==> src/rtl/neuron_mac_1_35.sv <==
// Pipelined fixed-point neuron MAC: input x weight, saturating accumulate,
// then bias add, rescale and clamp to one signed output word per vector.
module neuron_mac_1_35 #(
   parameter int layerNo      = 1,
   parameter int neuronNo     = 35,
   parameter int numWeight    = 784,
   parameter int addressWidth = 10,
   parameter int dataWidth    = 16,
   parameter int fracBits     = 8
) (
   input  logic                        clk,
   input  logic                        rst_n,
   input  logic signed [dataWidth-1:0] myinput,
   input  logic                        myinputValid,
   input  logic signed [dataWidth-1:0] biasIn,
   output logic                        ren,
   output logic [addressWidth:0]       raddr,
   input  logic signed [dataWidth-1:0] wout,
   output logic signed [dataWidth-1:0] out,
   output logic                        outvalid
);

   localparam int AW = 2 * dataWidth;
   localparam logic [addressWidth:0] LastIdx = (addressWidth + 1)'(numWeight - 1);
   localparam logic signed [AW-1:0] AccMax = {1'b0, {(AW - 1){1'b1}}};
   localparam logic signed [AW-1:0] AccMin = {1'b1, {(AW - 1){1'b0}}};
   localparam logic signed [AW-1:0] OutMax =
      {{(dataWidth + 1){1'b0}}, {(dataWidth - 1){1'b1}}};
   localparam logic signed [AW-1:0] OutMin =
      {{(dataWidth + 1){1'b1}}, {(dataWidth - 1){1'b0}}};

   if (numWeight < 1 || numWeight > 2 ** (addressWidth + 1) ||
       layerNo < 0 || neuronNo < 0) begin : g_bad_cfg
      $error("neuron_mac_1_35: inconsistent parameters");
   end

   function automatic logic signed [AW-1:0] sat_add(
      input logic signed [AW-1:0] a,
      input logic signed [AW-1:0] b
   );
      logic signed [AW-1:0] s;
      s = a + b;
      if (!a[AW-1] && !b[AW-1] && s[AW-1]) return AccMax;
      if (a[AW-1] && b[AW-1] && !s[AW-1]) return AccMin;
      return s;
   endfunction

   logic [addressWidth:0]        idx;
   logic signed [dataWidth-1:0]  x_d;
   logic                         v0, last0;
   logic signed [AW-1:0]         prod;
   logic                         v1, last1;
   logic signed [AW-1:0]         acc, sum2;
   logic                         v2;

   logic signed [AW-1:0]         acc_sum, bias_ext, biased, shifted;
   logic signed [dataWidth-1:0]  res;

   assign ren   = myinputValid;
   assign raddr = idx;

   always_comb begin
      acc_sum  = sat_add(acc, prod);
      bias_ext = AW'(biasIn) <<< fracBits;
      biased   = sat_add(sum2, bias_ext);
      shifted  = biased >>> fracBits;
      res      = shifted[dataWidth-1:0];
      if (shifted > OutMax)
         res = {1'b0, {(dataWidth - 1){1'b1}}};
      else if (shifted < OutMin)
         res = {1'b1, {(dataWidth - 1){1'b0}}};
   end

   always_ff @(posedge clk) begin
      if (!rst_n) begin
         idx      <= '0;
         x_d      <= '0;
         v0       <= 1'b0;
         last0    <= 1'b0;
         prod     <= '0;
         v1       <= 1'b0;
         last1    <= 1'b0;
         acc      <= '0;
         sum2     <= '0;
         v2       <= 1'b0;
         out      <= '0;
         outvalid <= 1'b0;
      end else begin
         // x_d lines up with the weight read issued on the same edge
         if (myinputValid) begin
            idx   <= (idx == LastIdx) ? '0 : idx + 1'b1;
            x_d   <= myinput;
            last0 <= (idx == LastIdx);
         end
         v0 <= myinputValid;

         if (v0) begin
            prod  <= x_d * wout;
            last1 <= last0;
         end
         v1 <= v0;

         // closing a vector hands off the sum and restarts acc at once
         if (v1) begin
            if (last1) begin
               sum2 <= acc_sum;
               acc  <= '0;
            end else begin
               acc <= acc_sum;
            end
         end
         v2 <= v1 && last1;

         if (v2) out <= res;
         outvalid <= v2;
      end
   end

endmodule

==> config.mk <==
export PLATFORM = sky130hd
export DESIGN_NAME = neuron_mac_1_35
export DESIGN_NICKNAME = d
export VERILOG_FILES = /design/src/rtl/neuron_mac_1_35.sv
export SDC_FILE = /design/constraint.sdc
export NUM_CORES = 1
export LEC_CHECK = 0
export CAP_MARGIN = 10
export CORE_MARGIN = 2
export CORE_UTILIZATION = 37
export DETAILED_ROUTE_END_ITERATION = 10
export MAX_ROUTING_LAYER = met4
export PLACE_DENSITY = 0.65
export SETUP_SLACK_MARGIN = 0.02
export SYNTH_ARGS = -nofsm -noshare
export SYNTH_HDL_FRONTEND = slang
export SYNTH_SLANG_ARGS = --single-unit
==> constraint.sdc <==
create_clock -name clk -period 7.1 [get_ports clk]
set_clock_uncertainty 0.15 [all_clocks]
set_input_delay 1.065 -clock clk [delete_from_list [all_inputs] [get_ports clk]]
set_output_delay 1.065 -clock clk [all_outputs]
set_load 0.02 [all_outputs]
## Word level (Yosys, flattened, before mapping)

Cells that the tools add are included.

| cells by class | value |
|---|---|
| add/sub/neg operators | 3 |
| multiply operators | 1 |
| div/mod/pow operators | 0 |
| $lt $le $gt $ge | 2 |
| equal/unequal tests | 1 |
| shift operators | 0 |
| muxes and demuxes | 18 |
| bitwise gates (word level) | 0 |
| reductions and logical operators | 16 |

Operators with widths:

| cell | count |
|---|---|
| 32-bit 2-to-1 mux | 9 |
| 32-bit by 24-bit adder with 32-bit output | 1 |
| 32-bit adder | 1 |
| 16-bit by 16-bit multiplier with 32-bit output | 1 |
| 16-bit 2-to-1 mux | 2 |
| 24-bit by 16-bit > comparator with 1-bit output, second input constant | 1 |
| 24-bit by 16-bit < comparator with 1-bit output, second input constant | 1 |
| 11-bit by 1-bit adder with 11-bit output, second input constant | 1 |
| 11-bit by 10-bit == test with 1-bit output, second input constant | 1 |
| 11-bit 2-to-1 mux | 1 |
| 1-bit logical AND | 9 |
| 1-bit logical NOT | 6 |
| 1-bit 2-to-1 mux | 6 |
| 2-bit AND reduction | 1 |

| storage, ports and cells | value |
|---|---|
| flip-flop bits (word level) | 145 |
| bits in latches | 0 |
| bits in writable memories | 0 |
| memory bits (read-only) | 0 |
| bits of input ports | 51 |
| word-level logic and storage cells | 53 |
| memories | 0 |

## Depth between registers and ports, before layout

| logic depth | value |
|---|---|
| depth in word-level cells | 10 |
| gate-level depth with buffers | 24 |
| mapped depth without buffers | 22 |

## Worst setup path before layout

Ideal clock, no wire load.

| path | value |
|---|---|
| path type | input to register |
| start | input port wout[1] |
| end | register prod[28] |
| arrival time | 6.737 ns |
| path slack | 0.091 ns |
| stages | 21 |
| path buffers | 1 |
| cell sequence | clkbuf_1 -> nand2_1 -> fa_1 -> fa_1 -> fa_1 -> inv_1 -> fa_1 -> fa_1 -> inv_1 -> fa_1 -> inv_1 -> ha_1 -> nand3_1 -> a2111oi_0 -> a211oi_1 -> o21ai_0 -> o211ai_1 -> o311a_1 -> a2bb2oi_1 -> nor4_1 -> a311o_1 |

| on the way | value |
|---|---|
| word-level cells in the longest chain between the ends | 1 |

Ends and longest elaborated chain:

| item | line | source |
|---|---|---|
| from (decl) | 18 | `input logic signed [dataWidth-1:0] wout,` |
| 16-bit by 16-bit multiplier with 32-bit output | 98 | `prod <= x_d * wout;` |
| to (signal assigned) | 98 |  |
| to (decl) | 51 | `logic signed [AW-1:0] prod;` |

Every way passes these cells.
A chain may end at the register's enable or synchronous reset.

## Final worst setup path

| path | value |
|---|---|
| start | input port wout[6] |
| end | register prod[28] |

The elaborated chain is that of the path after synthesis.

==> out/metrics.yaml <==
cts_buffer_depth: 2
first_global_vias: 15390
dpl.cell_count: 2759
power.density_mw_per_mm2: 271.7
grt_pass1_wl_microns: 76000
fillCellCount: 4641
ys_seq_elements: 137
yosysTopAreaCell: "fa_1"
syn_to_final_growth_pct: 16.24
via_count: 14460
hold_violations: 0
ant_nets: 0
critPathMostFrequentCell: "fa_1"
layout-drive-gt1-share: 0.09840
final.setup.worst_slack_ps: 292.1
design.core.area_sq_mm: 0.04775
place_area_sq_mm: 0.02002
dp_hpwl_microns: 36180
synth_cell_types: 80
critPathKind: "in2reg"
die_w_microns: 224.1
r2r_start: "x_d[11]"
synthArstFlopShare: 0
slew_headroom: 0.3481
rsz0062_at_grt: "no"
yosys_warnings: 0
wire_per_inst_microns: 15.88
worst_hold_slack_ps: 318.1
avgSynthCellArea_sq_um: 8.787
syn-instance-count: 2039
drt_iter0_markers: 757
clock_sinks: 137
clkTransAtPathRegs_ps: 70
worst_hold_startpoint: "acc[0]"
ys_top_cells_by_area: "fa_1 (30%), dfxtp_1 (15%), ha_1 (9.8%)"
status: "completed"
r2r_end: "prod[28]"
max_freq_mhz: 146.9
cts_inserted_buffers: 17
antenna_found_initial: 0
whs_endpoint: "acc[0]"
synth_edf_count: 0
p_leak_uw: 0.009875
final_nets: 2629
start_util: 0.3753
yosysSeqAreaShare: 0.1531
peakVddDrop_mv: 0.3189
arrival_ps: 7020
die-area_sq_mm: 0.05020
drcViolationCount: 0
min_path_type: "reg2reg"
timing.setup.tns_ps: 0
ctsRootBufferMaster: "clkbuf_16"
fin_crit_sh: 0.9589
syn-num-nets: 2496
grt_max_degree: 67
worstMarginPinSlew_ps: 950.6
diodes: 0
holdPathStages: 2
worstRegToRegCells: 22
num_io_pins: 80
synth_top_area_share: 0.2961
port_buffers: 79
drt_wl_total_microns: 44470
rows: 80
grt_usage: 0.1943
crit_path_start: "wout[6]"
start_kind: "input port"
netlist_area_sq_mm: 0.01792
cp_slowest_cell: "fa_1"
rrSetupSlack_ps: 540
slowest_delay_ps: 510
htree_levels: 4
setup_viol: 0
viasPerCell: 5.163
grt_overflow: 0
dp_slack_ps: -828.8
first_pass_iters: 5
path_max_fanout: 8
end_kind: "flip-flop"
cts_tree: "done"
required_ps: 7310
final.min_clock_period_ps: 6808
cts_hold_buf: 0
final_cells: 2800
synth_flop_cell: "dfxtp_1"
clk_latency_ps: 470
dieHeight_microns: 224.1
cap_viol_max_count: 0
final-max-slew-violation-count: 0
postLayoutCellArea_sq_mm: 0.02083
globalplace.congestion: 0.9001
## synth_stat cells, drive strengths merged, types with 23 or more instances
cell type and instances:
nor2 142, a211oi 28, fa 265, xor2 23, inv 305, clkbuf 70, and2 141, nand2 176
dfxtp 137, nand2b 24, nand3 26, xnor2 54, mux2i 43, o21ai 104, a21oi 110, ha 141
a21o 34
## critical path, delay by kind of cell
| kind | cells | cell delay (ps) |
|---|---|---|
| fa+ha+maj | 7 | 3210 |
| simple gates | 2 | 340 |
| buf+inv | 8 | 1000 |
| compound gates | 8 | 1370 |
## per-layer routing
metal | share of wire | vias up | wire length [microns] | global-route usage
met4 | 0.026 | 0 | 1139 | 0.06323
met1 | 0.45 | 7209 | 20180 | 0.2452
li1 | - | 6901 | - | -
met5 | 0 | - | 0 | -
met2 | 0.49 | 266 | 21870 | 0.3241
met3 | 0.029 | 80 | 1277 | 0.02427
## power breakdown
part | switching [uW] | internal (uW)
clock network | 421 | 531
logic | 2020 | 1800
registers | 57.6 | 827
total | 2500 | 3160
## logic make-up (layout without fill, tap and decap cells)
group	count (synthesis)	after routing	synth area share
fa+ha+maj	406	406	0.3946
simple gates	584	584	0.1581
flops	137	137	0.1531
xor+xnor	77	77	0.03764
buf+inv	388	534	0.08247
mux	45	45	0.02549
compound gates	402	402	0.1487
## what timing repair did
action | in CTS | in global routing
buffers inserted | 0 | 8
gates cloned | 0 | 1
setup endpoints to repair | 6 | 8
pin swaps | 1 | 17
gates resized for setup | 8 | 55
hold endpoints to repair | 0 | 0
## how the worst max path moves through the flow
stage          endpoint  slack [ps]  cells after the start
6_report       prod[28]         290                     25
5_1_grt        prod[28]          20                     24
4_1_cts        prod[28]          70                     23
3_5_place_dp   prod[28]        -830                     23
3_3_place_gp   prod[28]        -660                     23
2_1_floorplan  prod[28]          90                     21
## sequential cells by signal, summed over array words and instances, names as in the netlist
signal	cells
last0	1
v0	1
sum2	24
prod	32
outvalid	1
v2	1
acc	32
raddr	11
x_d	16
last1	1
out	16
v1	1
## placed cells by master (no fill, tap or decap), types with 94 or more instances in the layout
cell and count:
a21oi_1 105, inv_1 301, buf_4 109, dfxtp_1 136, fa_1 263, ha_1 140
nor2_1 141, o21ai_0 94, nand2_1 176, and2_1 139
## cell type report
class	instances	area [sq um]	area share
Multi-Input combinational cell	1514	13830	0.6640
Sequential cell	137	2744	0.1318
Timing Repair Buffer	197	1732	0.08315
Inverter	305	1145	0.05497
Tap cell	615	769.5	0.03695
Clock buffer	17	425.4	0.02043
Clock inverter	15	181.4	0.008711
## per-stage QoR
step,total power (uW),util
floorplan,3328,-
detailed placement,4565,0.4192
finish,5658,0.4362
global route,6253,0.4362
CTS,5554,0.4319
global placement,4494,0.4192
Power figures use the tool's default switching activity.
